## src/rtl/fewcore_pkg.sv

```systemverilog
// Shared fewcore pipeline types: forward-select encodings and hazard tracking entry.
package fewcore_pkg;

    localparam logic [1:0] FWD_RF    = 2'b00;
    localparam logic [1:0] FWD_EXMEM = 2'b01;
    localparam logic [1:0] FWD_MEMWB = 2'b10;

    localparam logic [4:0] REG_X0 = 5'd0;

    typedef struct packed {
        logic       valid;
        logic [4:0] rd;
        logic       reg_write;
        logic       is_load;
    } trk_entry_t;

    localparam trk_entry_t TRK_BUBBLE = '0;

    // True when a tracked instruction will produce the value of source register rs.
    function automatic logic trk_hits(input trk_entry_t e, input logic [4:0] rs);
        return e.valid & e.reg_write & (e.rd == rs) & (rs != REG_X0);
    endfunction

endpackage

```

## src/rtl/hazard_fwd_cmp.sv

```systemverilog
// Forward-select compare of one ID source register against the EX and MEM tracking entries.
module hazard_fwd_cmp
    import fewcore_pkg::*;
(
    input  logic       i_use,
    input  logic [4:0] i_rs,
    input  trk_entry_t i_ex,
    input  trk_entry_t i_mem,
    output logic [1:0] o_sel
);

    logic w_unused_load;
    assign w_unused_load = i_ex.is_load ^ i_mem.is_load;

    // The younger producer (EX) wins over the older one (MEM).
    always_comb begin
        o_sel = FWD_RF;
        if (i_use && trk_hits(i_ex, i_rs)) begin
            o_sel = FWD_EXMEM;
        end else if (i_use && trk_hits(i_mem, i_rs)) begin
            o_sel = FWD_MEMWB;
        end
    end

endmodule

```

## src/rtl/hazard_ctrl.sv

```systemverilog
// fewcore execute-stage hazard controller: registered forwarding selects, load-use stall,
// multi-cycle flush on taken branches. Define HAZARD_PERF_EN to build stall/flush counters.
module hazard_ctrl
    import fewcore_pkg::*;
#(
    parameter int unsigned XLEN         = 32,
    parameter int unsigned FLUSH_CYCLES = 2
) (
    input  logic            clk,
    input  logic            reset,
    input  logic            id_valid,
    input  logic [4:0]      id_rs1,
    input  logic [4:0]      id_rs2,
    input  logic            id_use_rs1,
    input  logic            id_use_rs2,
    input  logic [4:0]      id_rd,
    input  logic            id_reg_write,
    input  logic            id_is_load,
    input  logic            ex_branch_taken,
    output logic [1:0]      fwd_rs1,
    output logic [1:0]      fwd_rs2,
    output logic            stall,
    output logic            flush,
    output logic [XLEN-1:0] perf_stall_cnt,
    output logic [XLEN-1:0] perf_flush_cnt
);

    trk_entry_t r_ex, r_mem, r_wb;
    trk_entry_t w_id_entry;
    logic [2:0] r_flush_cnt;
    logic [1:0] r_fwd_rs1, r_fwd_rs2;
    logic [1:0] w_sel_rs1, w_sel_rs2;
    logic       w_load_use, w_flush, w_stall, w_issue;
    logic       w_unused_wb;

    assign w_unused_wb = ^r_wb;

    hazard_fwd_cmp u_cmp_rs1 (
        .i_use (id_use_rs1),
        .i_rs  (id_rs1),
        .i_ex  (r_ex),
        .i_mem (r_mem),
        .o_sel (w_sel_rs1)
    );

    hazard_fwd_cmp u_cmp_rs2 (
        .i_use (id_use_rs2),
        .i_rs  (id_rs2),
        .i_ex  (r_ex),
        .i_mem (r_mem),
        .o_sel (w_sel_rs2)
    );

    assign w_id_entry = '{valid: 1'b1, rd: id_rd, reg_write: id_reg_write, is_load: id_is_load};

    assign w_load_use = id_valid & r_ex.is_load &
                        ((id_use_rs1 & trk_hits(r_ex, id_rs1)) |
                         (id_use_rs2 & trk_hits(r_ex, id_rs2)));
    assign w_flush    = ex_branch_taken | (r_flush_cnt != '0);
    assign w_stall    = w_load_use & ~w_flush;
    assign w_issue    = id_valid & ~w_stall & ~w_flush;

    always_ff @(posedge clk or negedge reset) begin
        if (!reset) begin
            r_ex        <= TRK_BUBBLE;
            r_mem       <= TRK_BUBBLE;
            r_wb        <= TRK_BUBBLE;
            r_fwd_rs1   <= FWD_RF;
            r_fwd_rs2   <= FWD_RF;
            r_flush_cnt <= '0;
        end else begin
            r_wb  <= r_mem;
            r_mem <= r_ex;
            if (w_issue) begin
                r_ex      <= w_id_entry;
                r_fwd_rs1 <= w_sel_rs1;
                r_fwd_rs2 <= w_sel_rs2;
            end else begin
                r_ex      <= TRK_BUBBLE;
                r_fwd_rs1 <= FWD_RF;
                r_fwd_rs2 <= FWD_RF;
            end
            // A new taken branch restarts the tail rather than extending it.
            if (ex_branch_taken) begin
                r_flush_cnt <= 3'(FLUSH_CYCLES - 1);
            end else if (r_flush_cnt != '0) begin
                r_flush_cnt <= r_flush_cnt - 3'd1;
            end
        end
    end

    assign fwd_rs1 = r_fwd_rs1;
    assign fwd_rs2 = r_fwd_rs2;
    assign stall   = w_stall;
    assign flush   = w_flush;

`ifdef HAZARD_PERF_EN
    logic [XLEN-1:0] r_perf_stall, r_perf_flush;

    always_ff @(posedge clk or negedge reset) begin
        if (!reset) begin
            r_perf_stall <= '0;
            r_perf_flush <= '0;
        end else begin
            if (w_stall && (r_perf_stall != '1)) r_perf_stall <= r_perf_stall + 1'b1;
            if (w_flush && (r_perf_flush != '1)) r_perf_flush <= r_perf_flush + 1'b1;
        end
    end

    assign perf_stall_cnt = r_perf_stall;
    assign perf_flush_cnt = r_perf_flush;
`else
    assign perf_stall_cnt = '0;
    assign perf_flush_cnt = '0;
`endif

endmodule

```

## config.mk

```make
export PLATFORM = sky130hd
export DESIGN_NAME = hazard_ctrl
export DESIGN_NICKNAME = d
export VERILOG_FILES = /design/src/rtl/fewcore_pkg.sv /design/src/rtl/hazard_fwd_cmp.sv /design/src/rtl/hazard_ctrl.sv
export SDC_FILE = /design/constraint.sdc
export NUM_CORES = 1
export LEC_CHECK = 0
export ABC_AREA = 1
export ABC_CLOCK_PERIOD_IN_PS = 1500
export BUFFER_PORTS_ARGS = -buffer_cell sky130_fd_sc_hd__buf_2
export CAP_MARGIN = 25
export CELL_PAD_IN_SITES_DETAIL_PLACEMENT = 0
export CELL_PAD_IN_SITES_GLOBAL_PLACEMENT = 1
export CORE_MARGIN = 8
export CORE_UTILIZATION = 27
export DETAILED_ROUTE_END_ITERATION = 8
export GPL_ROUTABILITY_DRIVEN = 0
export HOLD_SLACK_MARGIN = 0.06
export PLACE_DENSITY = 0.78
export REMOVE_ABC_BUFFERS = 1
export SYNTH_ARGS = -nofsm -noshare
export SYNTH_HDL_FRONTEND = slang
export SYNTH_SLANG_ARGS = --single-unit
```

## constraint.sdc

```tcl
create_clock -name clk -period 1.5 [get_ports clk]
set_input_delay 0.15 -clock clk [delete_from_list [all_inputs] [get_ports clk]]
set_output_delay 0.15 -clock clk [all_outputs]
set_load 0.02 [all_outputs]
```

==> flow_summary_export.csv, run 1 <==
group,metric,value,unit
run_status,status,"finished with violations",
run_status,failed_checks,"setup timing",
final_layout,drive_above_1_share,24.9,%
detailed_routing,met3_length,261,um
synth,ys_ff_latch,22,
cts,clock_latency,0.26,ns
final_layout,diodes,0,
worst_setup_path,path_cells,"inv_1 -> ha_2 -> ha_4 -> inv_2 -> nor2_4 -> inv_2 -> nor2_2 -> inv_1 -> nor2_1 -> nand2_1 -> inv_2 -> buf_6",
job,maxCapViolations,0,
worst_setup_path,critPathMaxStageDelay,0.38,ns
detailed_routing,via_count,1095,
sta,setup_viol,14,
place,dp_cells,309,
global_route,grt.total_usage,7.18,%
synth,syn_inst,202,
worst_setup_path,cp-start-kind,"flip-flop",
synth,synth.avg_cell_area,7.99,um2
cts,clkTransAtPathRegs,0.07,ns
sta,grt_setup_unrepaired,"yes",
worst_setup_path,worstSetupPathType,"flip-flop to primary output",
power,power_density,987,mW/mm2
final_layout,area_growth,12.7,%
cts,clock_sinks,22,
worst_setup_path,required,1.35,ns
synth,ys_types,20,
hold_path,hold_path.class,"primary input to flip-flop",
sta,maxSlewViolCount,0,
power,p_sw,0.000608,W
floorplan,fp.coreArea,0.00585,mm2
worst_setup_path,cp_max_fo,2,
floorplan,die_area,0.00871,mm2
detailed_routing,remaining_drc_errors,0,
worst_setup_path,critPathTopFamily,"flip-flops",
sta,whs,0.114,ns
sta,finalHoldViolations,0,
detailed_routing,ant_nets,0,
power,swShare,33.9,%
cts,numCtsBuffers,3,
synth,yosysTopAreaCell,"dfrtp_1",
final_layout,n_fill_cell,657,
global_route,grt_pass1_vias,1173,
floorplan,start_util,27.6,%
global_route,antenna_found_initial,0,
synth,yosysSeqAreaShare,34.1,%
detailed_routing,met2_wirelength,1.60,mm
place,io_buffers,28,
power,power_frac_comb,38.2,%
cts,cts_max_level,1,
synth,synth_top_area_share,34.1,%
final_layout,finalNonFillerCells,320,
power,power.static_leakage,1.02,nW
sta,setup_ws,-0.308,ns
worst_setup_path,crit_buf_inv,6,
worst_setup_path,crit_slowest_cell,"dfrtp_1",
sta,period_needed,1.81,ns
worst_setup_path,cp_common_cell,"inv_2",
place,hpwl,2.81,mm
sta,finalCritPeriodShare,121,%
sta,clock_skew,0.00282,ns
global_route,grt-ovfl-total,0,
floorplan,pin_count,93,
floorplan,die_h,93.3,um
synth,yosysWarnings,0,
global_route,grt_start_max_net_pins,23,
detailed_routing,routed_wl,3.29,mm
worst_setup_path,cp.arrival,1.66,ns
detailed_routing,drt-initial-drc-count,18,
detailed_routing,wire_per_inst,10.3,um
synth,synth_area_leaders,"dfrtp_1 34%, buf_4 30%, inv_1 6.3%",
worst_setup_path,end_kind,"primary output",
cts,cts_root_buf,"clkbuf_8",
floorplan,rows,28,
detailed_routing,drt-vias-per-instance,3.42,
sta,fmax,553,MHz
cts,cts_tree,"done",
power,clock_power_share,22.8,%
detailed_routing,wl_met1,1.38,mm
synth,syn_area,0.00161,mm2
global_route,grt_pass1_wl,5.07,mm
detailed_routing,top_layer_used,"met4",
floorplan,fp.dieW,93.3,um
cts,clockBufferDepth,2,
power,intPower,0.00119,W
power,power_frac_seq,39.0,%
detailed_routing,firstDrtPassIters,3,
final_layout,nets,271,
power,ir_worst_vdd,0.313,mV
## path summary, 6_finish.rpt
check | cells after the start | slack [ns] | to | startpoint
max | 12 | -0.31 | stall | r_flush_cnt[1]
min | 3 | 0.11 | r_ex[3] | id_rd[1]
max reg2reg | 14 | -0.24 | r_ex[2] | r_flush_cnt[1]
min reg2reg | 0 | 0.38 | r_mem[1] | r_ex[1]
max in group asynchronous | 2 | 0.79 | r_mem[3] | reset
min in group asynchronous | 2 | 0.39 | r_mem[6] | reset
## cell usage after synthesis
library cell and count:
buf_4 64, nor2_1 18, nand4_1 1, xnor2_1 9, ha_1 2, nand3_1 3, o21ai_0 1, nor3_1 2
buf_6 1, dfrtp_1 22, o31ai_1 2, a21oi_1 4, nand2_2 2, o22ai_1 1, conb_1 1, nand2_1 27
nor2_2 10, or2_1 1, inv_1 27, xor2_1 4
## state kept, by name, summed over array words and instances (netlist names)
name	flops
fwd_rs1	2
r_ex	8
fwd_rs2	2
r_flush_cnt	3
r_mem	7
## final cells by class
type | instances | area (um2) | area share, %
multi-input cells | 151 | 732 | 40.2
clock buffers | 4 | 55.1 | 3.03
inverters | 27 | 101 | 5.57
repair buffers | 41 | 287 | 15.7
well taps | 75 | 93.8 | 5.16
flip-flops and latches | 22 | 551 | 30.3
## what timing repair did
action	in CTS	in global routing
endpoints found under the hold margin	22	0
endpoints found under the setup margin	14	14
buffers inserted	5	0
cloned	0	1
resized for setup	13	0
pin swaps	1	2
hold buffers	1	0
## routing by layer
layer	up-vias	GRT usage (%)
met2	45	12.1
met1	488	8.43
met5	-	0
met3	4	1.68
met4	0	3.22
li1	558	-
## tightest hold or removal path, cell delays in order
cell,delay [ns]
buf_2,0.10
inv_1,0.06
nor2_2,0.03
## cells in the final DEF (no fill, tap or decap), drive strengths merged, types with 2 or more instances in the layout
| master | count |
|---|---|
| conb | 64 |
| buf | 39 |
| nand2 | 29 |
| nor2 | 28 |
| inv | 27 |
| dfrtp | 22 |
| xnor2 | 9 |
| clkbuf | 5 |
| a21oi | 4 |
| xor2 | 4 |
| nand3 | 3 |
| nor3 | 2 |
| o31ai | 2 |
| ha | 2 |
## metrics by stage
step                      total power, W  utilization [%]  cell area [um2]  setup slack [ns]  setup TNS [ns]
after floorplan                  0.00106                -             1360            -0.237           -2.86
after global placement           0.00123             28.2             1650           -0.0457          -0.456
after detailed placement         0.00125             28.2             1650            -0.110           -1.26
after CTS                        0.00179             30.7             1790            -0.301           -2.72
after global routing             0.00191             31.1             1820            -0.444           -4.94
final                            0.00180             31.1             1820            -0.308           -3.11
## power groups by stage
stage          combinational, W  sequential [W]  clock (W)
3_5_place_dp           0.000532        0.000714          0
2_1_floorplan          0.000355        0.000704          0
5_1_grt                0.000757        0.000710   0.000441
6_report               0.000686        0.000700   0.000409
3_3_place_gp           0.000519        0.000710          0
4_1_cts                0.000658        0.000702   0.000427
## cells by family (layout without fill, tap and decap cells)
| family | count (synthesis) | after routing | share of synthesized area, % |
|---|---|---|---|
| AO/OA/AOI/OAI | 8 | 8 | 2.87 |
| XOR/XNOR | 13 | 13 | 7.05 |
| adder cells (fa/ha/maj) | 2 | 2 | 1.55 |
| buffers and inverters | 92 | 72 | 36.7 |
| flip-flops | 22 | 22 | 34.1 |
| other | 1 | 64 | 0.232 |
| AND/OR/NAND/NOR | 64 | 64 | 17.4 |
Note: power is estimated with default switching activity, not from simulation.
==> run 2, diff against run 1 <==
--- a/config.mk
+++ b/config.mk
@@ -7,16 +7,16 @@
 export LEC_CHECK = 0
 export ABC_AREA = 1
 export ABC_CLOCK_PERIOD_IN_PS = 1500
-export BUFFER_PORTS_ARGS = -buffer_cell sky130_fd_sc_hd__buf_2
 export CAP_MARGIN = 25
 export CELL_PAD_IN_SITES_DETAIL_PLACEMENT = 0
 export CELL_PAD_IN_SITES_GLOBAL_PLACEMENT = 1
 export CORE_MARGIN = 8
-export CORE_UTILIZATION = 27
+export CORE_UTILIZATION = 39
 export DETAILED_ROUTE_END_ITERATION = 8
+export DONT_BUFFER_PORTS = 1
 export GPL_ROUTABILITY_DRIVEN = 0
 export HOLD_SLACK_MARGIN = 0.06
-export PLACE_DENSITY = 0.78
+export PLACE_DENSITY = 0.73
 export REMOVE_ABC_BUFFERS = 1
 export SYNTH_ARGS = -nofsm -noshare
 export SYNTH_HDL_FRONTEND = slang
==> flow_summary_export.csv, run 2 (same netlist as run 1, synthesis figures left out) <==
group,metric,value,unit
job,maxCapViolations,0,
worst_setup_path,worstSetupPathType,"flip-flop to primary output",
sta,whs,0.156,ns
final_layout,finalInstanceArea,0.00181,mm2
detailed_routing,firstDrtPassIters,4,
run_status,status,"finished with violations",
global_route,grt_pass1_wl,4.89,mm
detailed_routing,drt-vias-per-instance,3.75,
cts,cts_root_buf,"clkbuf_8",
sta,finalCritPeriodShare,115,%
final_layout,regArea,551,um2
final_layout,reg_top3,"r_ex: 8 flops, r_mem: 7 flops, r_flush_cnt: 3 flops",
worst_setup_path,reg2reg_slack,-0.21,ns
detailed_routing,remaining_drc_errors,0,
sta,fmax,577,MHz
worst_setup_path,cp-start-kind,"flip-flop",
run_status,failed_checks,"setup timing",
cts,clock_latency,0.26,ns
floorplan,start_util,40.4,%
detailed_routing,via_count,1055,
power,power.static_leakage,0.986,nW
global_route,grt_start_max_net_pins,23,
place,hpwl,2.62,mm
sta,setup_ws,-0.232,ns
sta,grt_setup_unrepaired,"yes",
cts,clock_sinks,22,
final_layout,nets,257,
power,power.total,0.00192,W
worst_setup_path,required,1.35,ns
floorplan,rows,23,
place,pre_cts_slack,-0.185,ns
final_layout,n_fill_cell,401,
cts,clkTransAtPathRegs,0.08,ns
worst_setup_path,end_kind,"primary output",
floorplan,die_area,0.00645,mm2
floorplan,pin_count,93,
detailed_routing,routed_wl,3.36,mm
sta,setup_viol,15,
detailed_routing,ant_nets,0,
detailed_routing,wire_per_inst,12.0,um
global_route,grt_pass1_vias,1159,
power,power_density,1060,mW/mm2
final_layout,top_register,"r_ex",
final_layout,area_growth,11.9,%
final_layout,drive_above_1_share,18.6,%
final_layout,final_common_cell,"conb_1",
sta,period_needed,1.73,ns
final_layout,layout_common_cells,"64 x conb_1, 26 x nand2_1, 22 x inv_1, 22 x dfrtp_1, 18 x nor2_1",
worst_setup_path,cp_max_fo,2,
final_layout,largest_reg_flops,8,
place,io_buffers,0,
cts,cts_tree,"done",
cts,clockBufferDepth,2,
cts,cts_max_level,1,
cts,numCtsBuffers,3,
place,dpl_cell_area,0.00148,mm2
final_layout,multiInputGateArea,759,um2
power,ir_worst_vdd,0.395,mV
sta,clock_skew,0.00110,ns
floorplan,die_h,80.3,um
global_route,grt.total_usage,9.56,%
detailed_routing,drt-initial-drc-count,35,
floorplan,fp.dieW,80.3,um
hold_path,hold_path.class,"primary input to flip-flop",
sta,maxSlewViolCount,0,
global_route,antenna_found_initial,0,
floorplan,fp.coreArea,0.00400,mm2
final_layout,diodes,0,
worst_setup_path,cp.arrival,1.58,ns
sta,finalHoldViolations,0,
global_route,grt-ovfl-total,0,
run 2: worst paths after layout:
kind                                start              to  cells after the start
max                        r_flush_cnt[0]           stall                     11
min                             id_rs2[0]      fwd_rs2[0]                      5
max reg2reg                r_flush_cnt[0]      fwd_rs2[1]                     14
min reg2reg                       r_ex[1]        r_mem[1]                      0
max in group asynchronous           reset  r_flush_cnt[0]                      2
min in group asynchronous           reset      fwd_rs1[1]                      1
run 2: repair_timing:
item / in CTS / in global routing
buffers inserted: 8 / 3
pin swaps: 6 / 6
hold buffers: 9 / 0
hold endpoints to repair: 32 / 0
setup endpoints to repair: 14 / 14
resized for setup: 13 / 7
run 2: worst max-delay path: stages, from the launching register on:
cell	delay, ns
dfrtp_1	0.40
inv_2	0.07
ha_4	0.14
ha_4	0.13
inv_2	0.04
nor2_4	0.09
inv_2	0.06
nor2_4	0.09
inv_1	0.04
nor2_1	0.07
nand2_1	0.08
inv_2	0.11
run 2: layout make-up:
cell class | count | area share (%)
clock buffer | 4 | 3.05
inverter | 27 | 5.61
multi-input combinational | 151 | 42.1
sequential | 22 | 30.5
tap | 50 | 3.47
timing repair buffer | 27 | 15.3
run 2: metrics by stage:
| stage | util [%] | instances | TNS, ns |
|---|---|---|---|
| after floorplan | - | 200 | -2.86 |
| after global placement | 37.0 | 256 | -0.836 |
| after detailed placement | 37.0 | 256 | -2.14 |
| after CTS | 43.2 | 277 | -3.04 |
| after global routing | 45.1 | 281 | -4.29 |
| final | 45.1 | 281 | -2.74 |
run 2: per-layer routing:
| metal | vias up | wire [um] | GRT usage, % |
|---|---|---|---|
| met1 | 474 | 1380 | 11.1 |
| met4 | 0 | 12 | 2.73 |
| met3 | 2 | 204 | 2.68 |
| li1 | 529 | - | - |
| met5 | - | 0 | 0 |
| met2 | 50 | 1760 | 16.7 |
run 2: power breakdown:
part	total [W]	internal (W)	switching, W
clock network	0.000417	0.000234	0.000183
logic	0.000789	0.000362	0.000427
registers	0.000714	0.000660	0.0000544
total	0.00192	0.00126	0.000665
==> run 3, diff against run 2 <==
--- a/config.mk
+++ b/config.mk
@@ -10,7 +10,7 @@
 export CAP_MARGIN = 25
 export CELL_PAD_IN_SITES_DETAIL_PLACEMENT = 0
 export CELL_PAD_IN_SITES_GLOBAL_PLACEMENT = 1
-export CORE_MARGIN = 8
+export CORE_ASPECT_RATIO = 1.25
 export CORE_UTILIZATION = 39
 export DETAILED_ROUTE_END_ITERATION = 8
 export DONT_BUFFER_PORTS = 1
==> flow_summary_export.csv, run 3 (same netlist as run 1, synthesis figures left out) <==
group,metric,value,unit
worst_setup_path,reg2reg_to,"fwd_rs2[1]",
detailed_routing,wire_per_inst,9.06,um
final_layout,drive_above_1_share,15.8,%
sta,setup_tns,-2.82,ns
detailed_routing,via_count,1070,
final_layout,regArea,551,um2
cts,cts_tree,"done",
cts,clockBufferDepth,2,
power,intPower,0.00114,W
job,maxCapViolations,0,
detailed_routing,drt-initial-drc-count,26,
sta,period_needed,1.72,ns
detailed_routing,remaining_drc_errors,0,
final_layout,final_common_cell,"conb_1",
worst_setup_path,crit_buf_inv,5,
sta,setup_viol,14,
place,io_buffers,0,
worst_setup_path,cp-start-kind,"flip-flop",
power,ir_worst_vdd,0.319,mV
power,power.static_leakage,0.956,nW
floorplan,pin_count,93,
cts,clock_latency,0.26,ns
power,swShare,33.7,%
final_layout,nets,255,
run_status,failed_checks,"setup timing",
power,power_frac_comb,39.2,%
cts,clkTransAtPathRegs,0.07,ns
sta,finalHoldViolations,0,
final_layout,area_growth,8.68,%
worst_setup_path,reg2regPathDepth,14,
run_status,status,"finished with violations",
floorplan,die_h,73.9,um
cts,cts_max_level,1,
worst_setup_path,setup.worst_path.end,"stall",
detailed_routing,firstDrtPassIters,3,
final_layout,multiInputGateArea,732,um2
floorplan,die_area,0.00440,mm2
power,power_frac_seq,40.5,%
global_route,grt_pass1_wl,3.80,mm
floorplan,fp.coreArea,0.00388,mm2
worst_setup_path,cp_common_cell,"inv_2",
cts,clock_sinks,22,
worst_setup_path,crit_slowest_cell,"dfrtp_1",
sta,grt_setup_unrepaired,"yes",
final_layout,layout_common_cells,"64 x conb_1, 27 x nand2_1, 24 x inv_1",
final_layout,largest_reg_flops,8,
power,power_density,982,mW/mm2
detailed_routing,ant_nets,0,
worst_setup_path,cp_max_fo,2,
worst_setup_path,critPathMaxStageDelay,0.38,ns
cts,numCtsBuffers,3,
sta,finalCritPeriodShare,115,%
cts,cts_root_buf,"clkbuf_8",
global_route,grt_pass1_vias,967,
worst_setup_path,crit_start,"r_flush_cnt[0]",
worst_setup_path,worstSetupPathType,"flip-flop to primary output",
sta,setup_ws,-0.224,ns
global_route,grt_start_max_net_pins,23,
worst_setup_path,critPathTopFamily,"flip-flops",
worst_setup_path,cp_num_cells,11,
global_route,grt.total_usage,11.9,%
detailed_routing,routed_wl,2.55,mm
worst_setup_path,path_cells,"inv_1 -> ha_2 -> ha_4 -> inv_2 -> nor2_4 -> inv_2 -> nor2_2 -> inv_1 -> nor2_1 -> nand2_1 -> inv_2",
worst_setup_path,timing.rr.start,"r_flush_cnt[0]",
worst_setup_path,cp.arrival,1.57,ns
worst_setup_path,required,1.35,ns
power,clock_power_share,20.2,%
floorplan,start_util,41.6,%
final_layout,top_register,"r_ex",
floorplan,fp.dieW,59.5,um
sta,whs,0.140,ns
floorplan,rows,25,
place,hpwl,1.95,mm
final_layout,n_fill_cell,405,
final_layout,reg_top3,"r_ex: 8 flops, r_mem: 7 flops, r_flush_cnt: 3 flops",
sta,fmax,580,MHz
worst_setup_path,reg2reg_slack,-0.22,ns
power,p_sw,0.000580,W
worst_setup_path,end_kind,"primary output",
global_route,antenna_found_initial,0,
hold_path,hold_path.class,"primary input to async pin",
power,power.total,0.00172,W
final_layout,diodes,0,
global_route,grt-ovfl-total,0,
sta,clock_skew,0.00613,ns
sta,maxSlewViolCount,0,
detailed_routing,drt-vias-per-instance,3.79,
-- run 3: layout make-up --
type,count,share of cell area [%]
Multi-Input combinational cell,151,41.7
Timing Repair Buffer,25,14.9
Inverter,27,5.78
Clock buffer,3,2.35
Tap cell,54,3.85
Sequential cell,22,31.4
-- run 3: timing repair --
item,in CTS,in global routing
hold buffers,9,0
pin swaps,1,0
setup buffers,5,2
hold endpoints to repair,32,0
gates cloned,0,1
gates resized for setup,7,2
setup endpoints to repair,14,14
-- run 3: worst min-delay path by stage --
stage,slack [ns],start,endpoint,cells past startpoint
after floorplan,-0.15,reset,fwd_rs1[0],0
after global placement,-0.15,reset,r_mem[4],0
after detailed placement,-0.15,reset,r_mem[4],0
after CTS,0.17,id_rs2[0],fwd_rs2[1],5
after global routing,0.13,reset,r_mem[4],1
final,0.14,reset,r_mem[4],1
-- run 3: power by group through the flow --
stage	sequential [W]	clock (W)	combinational, W
6_report	0.000698	0.000348	0.000675
5_1_grt	0.000709	0.000396	0.000746
4_1_cts	0.000698	0.000363	0.000602
3_5_place_dp	0.000710	0	0.000482
3_3_place_gp	0.000708	0	0.000481
2_1_floorplan	0.000704	0	0.000355
-- run 3: worst reg2reg max path, cell delays in order, from the launching register on --
cell and delay, ns:
dfrtp_1 0.38, inv_1 0.06, ha_2 0.18, ha_4 0.14, inv_2 0.04, nor2_4 0.08
inv_2 0.05, nor2_2 0.09, inv_1 0.04, nor2_1 0.07, nand2_1 0.08, buf_4 0.14
nand2_4 0.07, clkbuf_16 0.15, nor2_1 0.04
-- run 3: routing by layer --
| layer | GRT usage, % | wire length [um] |
|---|---|---|
| met1 | 10.8 | 838 |
| met2 | 23.1 | 1400 |
| met3 | 2.11 | 245 |
| met4 | 8.27 | 74 |
| met5 | 0 | 0 |
-- run 3: metrics by stage --
| step | area (um2) | util, % | instances | worst slack, ns |
|---|---|---|---|---|
| after global routing | 1750 | 45.2 | 282 | -0.349 |
| after CTS | 1680 | 43.4 | 278 | -0.253 |
| final | 1750 | 45.2 | 282 | -0.224 |
| after detailed placement | 1500 | 38.6 | 262 | -0.104 |
| after floorplan | 1360 | - | 200 | -0.237 |
| after global placement | 1500 | 38.6 | 262 | -0.0394 |
